## config.mk

```make
export PLATFORM = sky130hd
export DESIGN_NAME = fault_event_logger_flat
export DESIGN_NICKNAME = d
export VERILOG_FILES = /design/src/rtl/fault_log_pkg.sv /design/src/rtl/fault_event_logger_if.sv /design/src/rtl/fault_event_fifo.sv /design/src/rtl/fault_event_logger.sv /design/src/flat_wrapper.sv
export SDC_FILE = /design/constraint.sdc
export NUM_CORES = 1
export LEC_CHECK = 0
export ABC_AREA = 1
export BUFFER_PORTS_ARGS = -buffer_cell sky130_fd_sc_hd__buf_2
export CAP_MARGIN = 20
export CORE_MARGIN = 5
export CORE_UTILIZATION = 47
export CTS_CLUSTER_DIAMETER = 150
export DETAILED_ROUTE_END_ITERATION = 8
export GPL_ROUTABILITY_DRIVEN = 0
export GPL_TIMING_DRIVEN = 0
export SETUP_SLACK_MARGIN = 0.05
export SLEW_MARGIN = 20
export SYNTH_ARGS = -nofsm -noshare
export SYNTH_HDL_FRONTEND = slang
export SYNTH_HIERARCHICAL = 1
export SYNTH_SLANG_ARGS = --single-unit
```

## constraint.sdc

```tcl
create_clock -name clk -period 6.9 [get_ports clk]
set_input_delay 1.38 -clock clk [delete_from_list [all_inputs] [get_ports clk]]
set_output_delay 1.38 -clock clk [all_outputs]
set_load 0.02 [all_outputs]
```

## src/rtl/fault_log_pkg.sv

```systemverilog
// Shared types and helpers for the fault event logger: record layout, FSM states
// and a saturating increment used by all statistics counters.
package fault_log_pkg;

   typedef enum logic [0:0] {MONITOR = 1'b0, ALARM = 1'b1} state_t;

   // Record layout, LSB first: used_scale, true_scale, used_sum, true_sum, mode
   function automatic int rec_w(input int nbits, input int scale_w);
      return 2*nbits + 2*scale_w + 1;
   endfunction

   function automatic int off_true_sum(input int nbits, input int scale_w);
      return 2*scale_w + nbits;
   endfunction

   function automatic int off_mode(input int nbits, input int scale_w);
      return 2*scale_w + 2*nbits;
   endfunction

   function automatic logic [31:0] sat_inc(input logic [31:0] v, input logic [31:0] lim);
      return (v >= lim) ? lim : v + 32'd1;
   endfunction

endpackage

```

## src/rtl/fault_event_logger_if.sv

```systemverilog
// Sample input bus from the posit add fault checker plus the event-record
// valid/ready output stream.
interface fault_event_logger_if #(
   parameter int NBITS   = 32,
   parameter int SCALE_W = 7
);
   import fault_log_pkg::*;
   localparam int REC_W = rec_w(NBITS, SCALE_W);

   logic               in_valid;
   logic               in_fault;
   logic               in_mode;
   logic [NBITS-1:0]   in_true_sum;
   logic [NBITS-1:0]   in_used_sum;
   logic [SCALE_W-1:0] in_true_scale;
   logic [SCALE_W-1:0] in_used_scale;
   logic               ev_valid;
   logic               ev_ready;
   logic [REC_W-1:0]   ev_data;

   modport master (
      output in_valid, in_fault, in_mode, in_true_sum, in_used_sum,
             in_true_scale, in_used_scale, ev_ready,
      input  ev_valid, ev_data
   );

   modport slave (
      input  in_valid, in_fault, in_mode, in_true_sum, in_used_sum,
             in_true_scale, in_used_scale, ev_ready,
      output ev_valid, ev_data
   );
endinterface

```

## src/rtl/fault_event_fifo.sv

```systemverilog
// Show-ahead FIFO for fault event records. The caller must not push when full
// unless it pops in the same cycle; clear empties it synchronously.
module fault_event_fifo #(
   parameter int WIDTH = 79,
   parameter int DEPTH = 8
) (
   input  logic                     clk,
   input  logic                     rst,
   input  logic                     clear,
   input  logic                     push,
   input  logic                     pop,
   input  logic [WIDTH-1:0]         wdata,
   output logic [WIDTH-1:0]         rdata,
   output logic                     full,
   output logic                     empty,
   output logic [$clog2(DEPTH):0]   count
);
   localparam int AW = $clog2(DEPTH);

   logic [WIDTH-1:0] mem [DEPTH];
   logic [AW-1:0]    wr_q, rd_q;
   logic [AW:0]      cnt_q;
   logic             do_pop;

   assign empty  = (cnt_q == '0);
   assign full   = (cnt_q == (AW+1)'(DEPTH));
   assign count  = cnt_q;
   assign do_pop = pop && !empty;
   // Empty head reads as zero so stale storage never leaks onto the output.
   assign rdata  = empty ? '0 : mem[rd_q];

   always_ff @(posedge clk) begin
      if (push && !clear) mem[wr_q] <= wdata;
   end

   always_ff @(posedge clk or posedge rst) begin
      if (rst) begin
         wr_q  <= '0;
         rd_q  <= '0;
         cnt_q <= '0;
      end else if (clear) begin
         wr_q  <= '0;
         rd_q  <= '0;
         cnt_q <= '0;
      end else begin
         if (push)   wr_q <= wr_q + AW'(1);
         if (do_pop) rd_q <= rd_q + AW'(1);
         case ({push, do_pop})
            2'b10:   cnt_q <= cnt_q + (AW+1)'(1);
            2'b01:   cnt_q <= cnt_q - (AW+1)'(1);
            default: cnt_q <= cnt_q;
         endcase
      end
   end
endmodule

```

## src/rtl/fault_event_logger.sv

```systemverilog
// Fault event logger: statistics, event FIFO and sticky consecutive-fault alarm.
// Optional FAULT_LOG_DELTA_EN adds max_delta, the largest observed scale gap.
//  state   | meaning
//  MONITOR | normal operation, consecutive faults below threshold
//  ALARM   | threshold reached; sticky until clear or rst
module fault_event_logger
   import fault_log_pkg::*;
#(
   parameter int NBITS      = 32,
   parameter int SCALE_W    = 7,
   parameter int DEPTH      = 8,
   parameter int CNT_W      = 16,
   parameter int MAX_CONSEC = 3
) (
   input  logic                   clk,
   input  logic                   rst,
   input  logic                   clear,
   fault_event_logger_if.slave    bus,
   output logic [CNT_W-1:0]       total_cnt,
   output logic [CNT_W-1:0]       fault_cnt,
   output logic [CNT_W-1:0]       trunc_cnt,
   output logic [$clog2(DEPTH):0] ev_count,
   output logic                   overflow,
`ifdef FAULT_LOG_DELTA_EN
   output logic [SCALE_W-1:0]     max_delta,
`endif
   output logic                   alarm
);
   localparam int          REC_W   = rec_w(NBITS, SCALE_W);
   localparam int          CW      = $clog2(MAX_CONSEC + 1);
   localparam logic [31:0] CNT_MAX = 32'((33'd1 << CNT_W) - 33'd1);

   state_t           state_q, state_d;
   logic [CW-1:0]    consec_q, consec_d;
   logic [CNT_W-1:0] total_q, fault_q, trunc_q;
   logic             ovf_q;
   logic             full, empty, push, pop, fault_in;
   logic [REC_W-1:0] rec;

   assign fault_in = bus.in_valid && bus.in_fault;
   assign pop      = !empty && bus.ev_ready;
   // A full FIFO still accepts a record when the head leaves in the same cycle.
   assign push     = fault_in && !clear && (!full || pop);
   assign rec      = {bus.in_mode, bus.in_true_sum, bus.in_used_sum,
                      bus.in_true_scale, bus.in_used_scale};

   fault_event_fifo #(.WIDTH(REC_W), .DEPTH(DEPTH)) u_fifo (
      .clk   (clk),
      .rst   (rst),
      .clear (clear),
      .push  (push),
      .pop   (pop),
      .wdata (rec),
      .rdata (bus.ev_data),
      .full  (full),
      .empty (empty),
      .count (ev_count)
   );

   always_comb begin
      consec_d = consec_q;
      if (bus.in_valid)
         consec_d = bus.in_fault ? CW'(sat_inc(32'(consec_q), 32'(MAX_CONSEC))) : '0;
   end

   always_comb begin
      state_d = state_q;
      case (state_q)
         MONITOR: if (bus.in_valid && consec_d == CW'(MAX_CONSEC)) state_d = ALARM;
         ALARM:   state_d = ALARM;
         default: state_d = MONITOR;
      endcase
      if (clear) state_d = MONITOR;
   end

   always_ff @(posedge clk or posedge rst) begin
      if (rst) state_q <= MONITOR;
      else     state_q <= state_d;
   end

   always_ff @(posedge clk or posedge rst) begin
      if (rst) begin
         total_q  <= '0;
         fault_q  <= '0;
         trunc_q  <= '0;
         consec_q <= '0;
         ovf_q    <= 1'b0;
      end else if (clear) begin
         total_q  <= '0;
         fault_q  <= '0;
         trunc_q  <= '0;
         consec_q <= '0;
         ovf_q    <= 1'b0;
      end else begin
         if (bus.in_valid) begin
            total_q <= CNT_W'(sat_inc(32'(total_q), CNT_MAX));
            if (bus.in_fault) fault_q <= CNT_W'(sat_inc(32'(fault_q), CNT_MAX));
            if (bus.in_mode)  trunc_q <= CNT_W'(sat_inc(32'(trunc_q), CNT_MAX));
         end
         consec_q <= consec_d;
         if (fault_in && full && !pop) ovf_q <= 1'b1;
      end
   end

`ifdef FAULT_LOG_DELTA_EN
   logic [SCALE_W-1:0] delta, max_q;

   assign delta = (bus.in_true_scale > bus.in_used_scale)
                ? bus.in_true_scale - bus.in_used_scale
                : bus.in_used_scale - bus.in_true_scale;

   always_ff @(posedge clk or posedge rst) begin
      if (rst)                                   max_q <= '0;
      else if (clear)                            max_q <= '0;
      else if (bus.in_valid && delta > max_q)    max_q <= delta;
   end

   assign max_delta = max_q;
`endif

   assign bus.ev_valid = !empty;
   assign total_cnt    = total_q;
   assign fault_cnt    = fault_q;
   assign trunc_cnt    = trunc_q;
   assign overflow     = ovf_q;
   assign alarm        = (state_q == ALARM);
endmodule

```

## src/flat_wrapper.sv

```systemverilog
// flat-port wrapper written by rule: the top's interface ports become plain ports
module fault_event_logger_flat import fault_log_pkg::*;
#(
   parameter int NBITS      = 32,
   parameter int SCALE_W    = 7,
   parameter int DEPTH      = 8,
   parameter int CNT_W      = 16,
   parameter int MAX_CONSEC = 3
)
  (clk, rst, clear, total_cnt, fault_cnt, trunc_cnt, ev_count, overflow, alarm, bus_in_valid, bus_in_fault, bus_in_mode, bus_in_true_sum, bus_in_used_sum, bus_in_true_scale, bus_in_used_scale, bus_ev_ready, bus_ev_valid, bus_ev_data);
  fault_event_logger_if #(.NBITS(NBITS), .SCALE_W(SCALE_W)) bus_i ();
  input  logic clk;
  input  logic rst;
  input  logic clear;
  output logic [CNT_W-1:0] total_cnt;
  output logic [CNT_W-1:0] fault_cnt;
  output logic [CNT_W-1:0] trunc_cnt;
  output logic [$clog2(DEPTH):0] ev_count;
  output logic overflow;
  output logic alarm;
  input wire logic [$bits(bus_i.in_valid)-1:0] bus_in_valid;
  input wire logic [$bits(bus_i.in_fault)-1:0] bus_in_fault;
  input wire logic [$bits(bus_i.in_mode)-1:0] bus_in_mode;
  input wire logic [$bits(bus_i.in_true_sum)-1:0] bus_in_true_sum;
  input wire logic [$bits(bus_i.in_used_sum)-1:0] bus_in_used_sum;
  input wire logic [$bits(bus_i.in_true_scale)-1:0] bus_in_true_scale;
  input wire logic [$bits(bus_i.in_used_scale)-1:0] bus_in_used_scale;
  input wire logic [$bits(bus_i.ev_ready)-1:0] bus_ev_ready;
  output wire logic [$bits(bus_i.ev_valid)-1:0] bus_ev_valid;
  output wire logic [$bits(bus_i.ev_data)-1:0] bus_ev_data;
  assign bus_i.in_valid = bus_in_valid;
  assign bus_i.in_fault = bus_in_fault;
  assign bus_i.in_mode = bus_in_mode;
  assign bus_i.in_true_sum = bus_in_true_sum;
  assign bus_i.in_used_sum = bus_in_used_sum;
  assign bus_i.in_true_scale = bus_in_true_scale;
  assign bus_i.in_used_scale = bus_in_used_scale;
  assign bus_i.ev_ready = bus_ev_ready;
  assign bus_ev_valid = bus_i.ev_valid;
  assign bus_ev_data = bus_i.ev_data;
  fault_event_logger #(.NBITS(NBITS), .SCALE_W(SCALE_W), .DEPTH(DEPTH), .CNT_W(CNT_W), .MAX_CONSEC(MAX_CONSEC)) u_core (.clk(clk), .rst(rst), .clear(clear), .bus(bus_i), .total_cnt(total_cnt), .fault_cnt(fault_cnt), .trunc_cnt(trunc_cnt), .ev_count(ev_count), .overflow(overflow), .alarm(alarm));
endmodule
```

Word level (Yosys, flattened, before mapping)
Memories as Yosys holds them, arrays and structs flattened.
Cells that the tools add are included.
Operators by class
  order comparisons: 4
  mux-type cells: 29
  reductions and logical operators: 24
  add/sub/neg operators: 8
  eq/ne operators: 4
  bitwise gates (word level): 1
Operator list (number)
  $mux W16: 11
  $mux W79: 1
  $add A16 B1 Y16 const B: 3
  $ge A16 B16 Y1 const B: 3
  $mux W3: 4
  $reduce_bool A2 Y1: 6
  $logic_and A1 B1 Y1: 9
  $mux W2: 4
  $pmux W4 S2: 1
  $add A3 B1 Y3 const B: 2
  $mux W1: 6
  $add A4 B1 Y4 const B: 1
  $eq A2 B2 Y1 const B: 2
  $eq A4 B4 Y1 const B: 1
  $logic_not A1 Y1: 4
  $logic_not A4 Y1: 1
  $mux W4: 1
  $reduce_and A2 Y1: 2
  $sub A4 B1 Y4 const B: 1
  $reduce_bool A3 Y1: 1
  $add A2 B1 Y2 const B: 1
  $eq A2 B1 Y1 const B: 1
  $ge A2 B2 Y1 const B: 1
  $pmux W1 S2: 1
  2 further kinds: 2
Storage, ports and cells
  output and inout bits: 134
  bits of input ports: 85
  word-level logic and storage cells: 80
  bits in registers: 62
  memories: 1
  RAM bits: 632
Memories
  u_core.u_fifo.mem: depth 8, width 79, rd ports 1, clocked after Yosys merged registers in 0, write ports 1, RTL line fault_event_fifo.sv:20  | logic [WIDTH-1:0] mem [DEPTH];

Logic depth before layout (Yosys ltp)
Gate-level depths: netlist of the first run.
  depth after elaboration: 9
  depth in mapped cells: 21
  gate-level depth less buffers: 19

Modules after synthesis
The synthesis of the first run kept the hierarchy.
Modules (own cells, without submodules)
  fault_event_fifo: cells each 1886, instances 1, area an instance 25117.8 µm², sequential area each 19228.4 µm²
  fault_event_logger: cells each 500, instances 1, area an instance 3448.3 µm², sequential area each 1301.2 µm²

Least setup slack after synthesis of the first run
No wires, ideal clock.
  path type: input port to flip-flop
  start: input port clear
  end: memory u_core.u_fifo.mem[0][0] (enable)
  buffers on the path: 2
  stages on the path: 9
  library setup time: 0.517 ns
  data arrival time: 5.727 ns
  required time: 6.383 ns
  slack: 0.656 ns
  path through: buf_2 > nor2_4 > buf_2 > nand2_1 > inv_1 > inv_1 > nor2_1 > nand2_1 > nor2_1
On the way
  cells in the longest elaborated chain, start to end: 6
Ends and longest elaborated chain
  start: declaration: RTL line flat_wrapper.sv:14  | input logic clear;
  $logic_not A1 Y1: RTL line fault_event_logger.sv:43  | assign push = fault_in && !clear && (!full || pop);
  $logic_and A1 B1 Y1 (2 in a row): RTL line fault_event_logger.sv:43
  via u_core.push: RTL line fault_event_logger.sv:37  | logic full, empty, push, pop, fault_in;
  $logic_and A1 B1 Y1: RTL line fault_event_fifo.sv:33  | if (push && !clear) mem[wr_q] <= wdata;
  $mux W1: RTL line fault_event_fifo.sv:33
  $mux W1 (not written as such): RTL line fault_event_fifo.sv:33
  end: declaration: RTL line fault_event_fifo.sv:20
The timed path passes the listed nets, and every way through them passes these cells.

Worst setup path in the final report of the first run
  start: register u_core.u_fifo.rd_q[1]
  end: output port bus_ev_data[72]
On the way
  cells in the longest elaborated chain, start to end: 2
Ends and longest elaborated chain
  start: declaration: RTL line fault_event_fifo.sv:21  | logic [AW-1:0] wr_q, rd_q;
  start signal: assignment: RTL line fault_event_fifo.sv:47  | if (do_pop) rd_q <= rd_q + AW'(1);
  $mem_v2 Z8 W79
  $mux W79: RTL line fault_event_fifo.sv:30  | assign rdata = empty ? '0 : mem[rd_q];
  end: declaration: RTL line flat_wrapper.sv:30  | output wire logic [$bits(bus_i.ev_data)-1:0] bus_ev_data;
No other way between the ends.

==> impl_metrics.tcl, run 1 <==
set metrics [dict create \
    ant_nets 0 \
    hold_start "u_core/alarm" \
    ys_top_cells_by_area "edfxtp_1 (66%), nor2_1 (7.0%), dfrtp_1 (5.4%)" \
    end_kind "primary output" \
    power_density_nw_per_um2 261 \
    status "completed" \
    clkLatencyLatePin_ns 0.61 \
    worstHoldPathCells 1 \
    io_pins 219 \
    cp.buffers_inverters 4 \
    cts_sinks 694 \
    yosysTopAreaCellShare_pct 66.4 \
    crit_required_ns 5.52 \
    path_cells "inv_2 -> buf_2 -> buf_2 -> o21ai_1 -> o22ai_1 -> o21ai_1 -> a31oi_1 -> buf_2" \
    dp_hpwl_um 51300 \
    period_share_pct 63.7 \
    path_max_fanout 10 \
    cp_common_cell "buf_2" \
    finalWirelength_um 78900 \
    yosysUniqueCellTypes 38 \
    antenna_found_initial 7 \
    yosysSeqAreaShare_pct 71.9 \
    cp_data_arrival_time_ns 3.02 \
    placed_area_sq_um 31500 \
    clk_pin_slew_ns 0.06 \
    synthXorXnorAreaFrac_pct 0.307 \
    hold_end "u_core/alarm" \
    grt_overflow 0 \
    drc 0 \
    worstMarginPinSlew_ns 0.767 \
    initial_core_util_pct 47.4 \
    area_growth_pct 18.9 \
    post_route_cells_drive_above_1_share_pct 17.2 \
    crit_type "flop to primary output" \
    ys_ff_latch 694 \
    rr_worst_depth 18 \
    grt_max_degree 53 \
    swShare_pct 20.7 \
    timing.fmax_mhz 227 \
    ctsHtreeMaxLevel 3 \
    rsz0062_at_grt "false" \
    syn_area_sq_um 28600 \
    grt_pass1_vias 20100 \
    yosys_warnings 6 \
    design_area_sq_um 34000 \
    dr.pass1.iters 6 \
    nets 2808 \
    synth_commonest_cells "edfxtp_1 (632), nor2_1 (530), o21ai_0 (247)" \
    synth-simple-area-share_pct 12.0 \
    cts_buffer_depth 3 \
    critPathSlowestCell "dfrtp_1" \
    p_int_mw 7.04 \
    cts_setup_buffers 0 \
    syn_inst 2386 \
    fin_setup_tns_ns 0 \
    synth_nets 2478 \
    core_area_sq_um 60200 \
    r2r-start "u_core/u_fifo/count[0]" \
    ctsHoldBuffers 0 \
    holdCritPathClass "flop to flop" \
    max_slew_margin_pct 48.8 \
    die_w_um 257 \
    power_frac_comb_pct 3.4 \
    maxCapViolCount 0 \
    post-synth-top-count-cell "edfxtp_1" \
    ctsResizeCount 0 \
    r2r_slack_ns 2.55 \
    p_leak_nw 12.5 \
    cts_tree "done" \
    skew_ns 0.0179 \
    cts_buffers 76 \
    die_y_um 257 \
    vias_per_cell 5.66 \
    grtUsageTotal_pct 23.3 \
    pwr-share-seq_pct 51.9 \
    finalSetupViolCount 0 \
    clock_power_share_pct 44.7 \
    rows 90 \
    synthArstFlopShare_pct 8.93 \
    synth-compound-area-share_pct 11.7 \
    p_sw_mw 1.84 \
    rr_endpoint "u_core/u_fifo/mem[5][43]" \
    drt_iter0_markers 1810 \
    yosys.area.top_type "edfxtp_1" \
    syn_area_per_cell_sq_um 12.0 \
    finalHoldViolCount 0 \
    synthMuxAreaShare_pct 0 \
    wl_per_cell_um 22.1 \
    vias 20200 \
    synth_top_family_by_area "simple AND/OR/NAND/NOR gates" \
    final_max_slew_viol_count 0 \
    grt_pass1_wl_um 119000 \
    port_buffers 218 \
    crit_path_start_kind "flop" \
    yosys.area_share.adder_pct 0.307 \
    synth-edff-count 632 \
    path_delay_family "buffers and inverters" \
    root_buffer "clkbuf_16" \
    die-area_sq_um 65800 \
    peakVddDrop_v 0.000167 \
    max_stage_delay_ns 0.51 \
    period_needed_ns 4.40 \
    synth-main-ff-cell "edfxtp_1" \
]
-- logic make-up (layout without fill, tap and decap cells) --
family | after synthesis | in the layout
buffers and inverters | 219 | 610
AND/OR/NAND/NOR | 834 | 834
other | 0 | 5
flip-flops | 694 | 694
XOR/XNOR | 10 | 10
AO/OA/AOI/OAI | 622 | 622
adder cells (fa/ha/maj) | 7 | 7
-- routing by layer --
metal	GRT usage, %	wire [um]	vias up	share of wire (%)
li1	-	-	9270	-
met1	31.0	32300	9958	41
met2	38.7	38400	772	49
met3	4.98	6060	162	7.7
met4	7.31	2070	6	2.6
met5	0	41	-	0.052
-- layout make-up --
class	count	area, sq um
Buffer	135	776
Antenna cell	5	12.5
Clock inverter	45	402
Fill cell	4982	26300
Timing Repair Buffer	252	1910
Multi-Input combinational cell	1473	7010
Inverter	84	318
Clock buffer	94	2030
Sequential cell	694	20500
Tap cell	782	978
-- cell usage in the layout (no fill, tap or decap), drive strengths merged, types with 3 or more instances in the layout --
cell type / netlist / routed
nand2: 212 / 212
o22ai: 79 / 79
edfxtp: 632 / 632
xor2: 10 / 10
dfrtp: 62 / 62
inv: 84 / 88
o21bai: 3 / 3
diode: 0 / 5
nor3: 4 / 4
buf: 78 / 330
clkbuf: 57 / 151
bufinv: 0 / 7
o21ai: 450 / 450
nor2: 547 / 547
nand3: 53 / 53
ha: 7 / 7
nand4: 16 / 16
o211ai: 4 / 4
a31oi: 80 / 80
a21oi: 3 / 3
clkinv: 0 / 33
-- worst max-delay path by stage --
| stage | from | end | slack (ns) | cells past startpoint |
|---|---|---|---|---|
| final | u_core/u_fifo/rd_q[1] | bus_ev_data[72] | 2.50 | 8 |
| after global routing | u_core/u_fifo/count[0] | u_core/u_fifo/mem[5][43] | 2.23 | 18 |
| after CTS | u_core/u_fifo/rd_q[1] | bus_ev_data[72] | 2.49 | 8 |
| after detailed placement | clear | u_core/u_fifo/mem[5][43] | 2.20 | 14 |
| after global placement | clear | u_core/u_fifo/mem[7][43] | -3.04 | 10 |
| after floorplan | clear | u_core/u_fifo/mem[0][0] | 0.66 | 9 |
-- per-stage QoR --
step / utilization (%) / setup WS [ns] / hold WS [ns] / power (mW) / instances
final: 56.4 / 2.50 / 0.511 / 8.88 / 3564
after global routing: 56.4 / 2.23 / 0.549 / 9.16 / 3560
after CTS: 56.4 / 2.49 / 0.515 / 8.96 / 3559
after detailed placement: 52.3 / 2.20 / 0.497 / 5.00 / 3420
after global placement: 50.9 / -3.04 / 0.482 / 4.99 / 3386
after floorplan: - / 0.656 / 0.483 / 4.84 / 2386
-- sequential cells by signal (all words and copies together), names as in the netlist --
name and count:
u_core/alarm 1, u_core/total_cnt 16, u_core/fault_cnt 16, u_core/consec_q 2, u_core/u_fifo/rd_q 3, u_core/u_fifo/wr_q 3, u_core/overflow 1, u_core/trunc_cnt 16
u_core/u_fifo/count 4, u_core/u_fifo/mem 632
-- power by group through the flow --
stage / Combinational, mW / Clock, mW / Sequential (mW)
after CTS: 0.302 / 4.05 / 4.61
after detailed placement: 0.300 / 0 / 4.70
after global placement: 0.287 / 0 / 4.70
after floorplan: 0.133 / 0 / 4.70
final: 0.299 / 3.97 / 4.61
after global routing: 0.329 / 4.23 / 4.61
No activity file was read; power rests on OpenSTA's default activity.
==> run 2, diff against run 1 <==
--- a/config.mk
+++ b/config.mk
@@ -14,6 +14,7 @@
 export DETAILED_ROUTE_END_ITERATION = 8
 export GPL_ROUTABILITY_DRIVEN = 0
 export GPL_TIMING_DRIVEN = 0
+export PLACE_DENSITY = 0.67
 export SETUP_SLACK_MARGIN = 0.05
 export SLEW_MARGIN = 20
 export SYNTH_ARGS = -nofsm -noshare
==> constraint.sdc (replaced) <==
create_clock -name clk -period 4 [get_ports clk]
set_input_delay 0.8 -clock clk [delete_from_list [all_inputs] [get_ports clk]]
set_output_delay 0.8 -clock clk [all_outputs]
set_load 0.02 [all_outputs]
==> run 2 against run 1 <==
Against the previous run:
- wire length decreased by 4.7%
- clock skew is 0.0041 ns higher
- clock power is 68% higher
- critical path type unchanged
- utilization about the same
- hold slack got worse by 0.30 ns
- largest cell class unchanged
- non-clock buffer count is 21 higher
- clock-buffer cell count shrank 8
- first-iteration DRC count down 1.6%
- sequential power grew 72%
- global-route usage down 1.3 points
==> impl_metrics.tcl, run 2 (synthesis results as in run 1) <==
set metrics [dict create \
    status "completed" \
    wl_met2_um 36100 \
    rows 90 \
    largest_reg_flops 632 \
    rsz0062_at_grt "false" \
    grt_pass1_vias 19500 \
    area_growth_pct 18.8 \
    skew_ns 0.0220 \
    top_register "u_core/u_fifo/mem" \
    peakVddDrop_v 0.000349 \
    path_cells "inv_2 -> buf_2 -> buf_2 -> o21ai_0 -> o22ai_1 -> o21ai_1 -> a31oi_1 -> buf_2" \
    core_area_sq_um 60200 \
    vias 20100 \
    holdCritPathClass "input port to async pin" \
    drt_iter0_markers 1781 \
    fin_setup_tns_ns 0 \
    max_slew_margin_pct 54.1 \
    ctsHtreeMaxLevel 3 \
    critPathSlowestCell "dfrtp_1" \
    dr.pass1.iters 6 \
    finalNonFillerCells 3580 \
    maxCapViolCount 0 \
    design_area_sq_um 33900 \
    max_stage_delay_ns 0.52 \
    die_y_um 257 \
    finalWirelength_um 75200 \
    root_buffer "clkbuf_16" \
    cp_common_cell "buf_2" \
    initial_core_util_pct 47.4 \
    rr_worst_depth 16 \
    path_max_fanout 10 \
    crit_type "flop to primary output" \
    final_cell_mix "edfxtp_1 (632), nor2_1 (522), o21ai_0 (247)" \
    rr_endpoint "u_core/u_fifo/mem[1][21]" \
    cts_buffers 74 \
    clkLatencyLatePin_ns 0.62 \
    die-area_sq_um 65800 \
    io_pins 219 \
    cts_buffer_depth 3 \
    cts_sinks 694 \
    period_needed_ns 3.91 \
    post_route_cells_drive_above_1_share_pct 18.1 \
    r2r-start "u_core/u_fifo/count[3]" \
    timing.fmax_mhz 255 \
    grt_max_degree 53 \
    nets 2827 \
    crit_required_ns 3.20 \
    startpoint "u_core/u_fifo/rd_q[1]" \
    grt_pass1_wl_um 114000 \
    end_kind "primary output" \
    p_leak_nw 12.6 \
    finalSetupViolCount 0 \
    fin_hold_ws_ns 0.206 \
    cp_data_arrival_time_ns 3.11 \
    die_w_um 257 \
    drc 0 \
    port_buffers 218 \
    wl_per_cell_um 21.0 \
    power_mw 15.1 \
    ant_nets 0 \
    ctsHoldBuffers 0 \
    grt_overflow 0 \
    worstMarginPinSlew_ns 0.689 \
    dp_hpwl_um 49300 \
    placed_area_sq_um 31300 \
    wl_met1_um 31000 \
    power_density_nw_per_um2 446 \
    final_max_slew_viol_count 0 \
    layout_commonest_cell "edfxtp_1" \
    crit_path_start_kind "flop" \
    grtUsageTotal_pct 22.0 \
    antenna_found_initial 8 \
    period_share_pct 97.9 \
    clk_pin_slew_ns 0.06 \
    top_layer_used "met5" \
    placed_cells 3414 \
    wl_met3_um 6220 \
    vias_per_cell 5.61 \
    r2r_slack_ns 0.36 \
    finalHoldViolCount 0 \
    cts_tree "done" \
    worstSetupEndpoint "bus_ev_data[70]" \
]
-- run 2: changes by cell type in the layout (fill, tap and decap cells not counted), moves of 3 or more --
cell and change:
clkinv_2 +4, buf_4 +27, buf_16 -8, clkinvlp_4 +4
buf_12 +3, clkinv_1 -7, clkbuf_1 -6
-- run 2: worst min-delay path by stage --
stage	start	end	slack, ns	cells past startpoint
detailed placement	u_core/overflow	u_core/overflow	0.48	2
CTS	rst	u_core/u_fifo/wr_q[1]	0.19	2
finish	rst	u_core/u_fifo/wr_q[1]	0.21	2
global placement	u_core/overflow	u_core/overflow	0.48	2
floorplan	u_core/consec_q[1]	u_core/alarm	0.48	1
global route	rst	u_core/u_fifo/wr_q[1]	0.25	2
-- run 2: timing repair --
action / in CTS / in global routing
endpoints found under the setup margin: 64 / 369
gates resized for setup: 0 / 1
buffers inserted: 10 / 17
pin swaps: 4 / 3
-- run 2: layout make-up --
type | count | area, sq um
Antenna cell | 7 | 17.5
Sequential cell | 694 | 20500
Multi-Input combinational cell | 1473 | 7010
Timing Repair Buffer | 273 | 1940
Buffer | 135 | 777
Tap cell | 782 | 978
Clock buffer | 86 | 1960
Inverter | 84 | 318
Clock inverter | 46 | 419
Fill cell | 4833 | 26300
-- run 2: worst max-delay path: cells and delay by family, from the launching register on --
family	cells	cell delay, ns
DFF	1	0.52
AOI/OAI and AO/OA	4	0.78
buffers and inverters	4	1.21
-- run 2: metal layers --
layer | global-route usage [%] | vias up
li1 | - | 9313
met4 | 7.17 | 6
met1 | 29.9 | 9837
met3 | 4.75 | 123
met2 | 35.8 | 819
met5 | 0 | -
-- run 2: report_power, final --
part | internal (mW) | total (mW) | switching (mW) | leakage [nW]
clock network | 3.91 | 6.67 | 2.76 | 1.16
registers | 7.94 | 7.95 | 0.0131 | 6.55
logic | 0.138 | 0.514 | 0.376 | 4.86
-- run 2: metrics by stage --
| step | util, % | setup WS (ns) |
|---|---|---|
| floorplan | - | -0.422 |
| global placement | 50.9 | -2.75 |
| detailed placement | 52.0 | -0.0938 |
| CTS | 56.1 | 0.0744 |
| global route | 56.3 | 0.0692 |
| finish | 56.3 | 0.0850 |
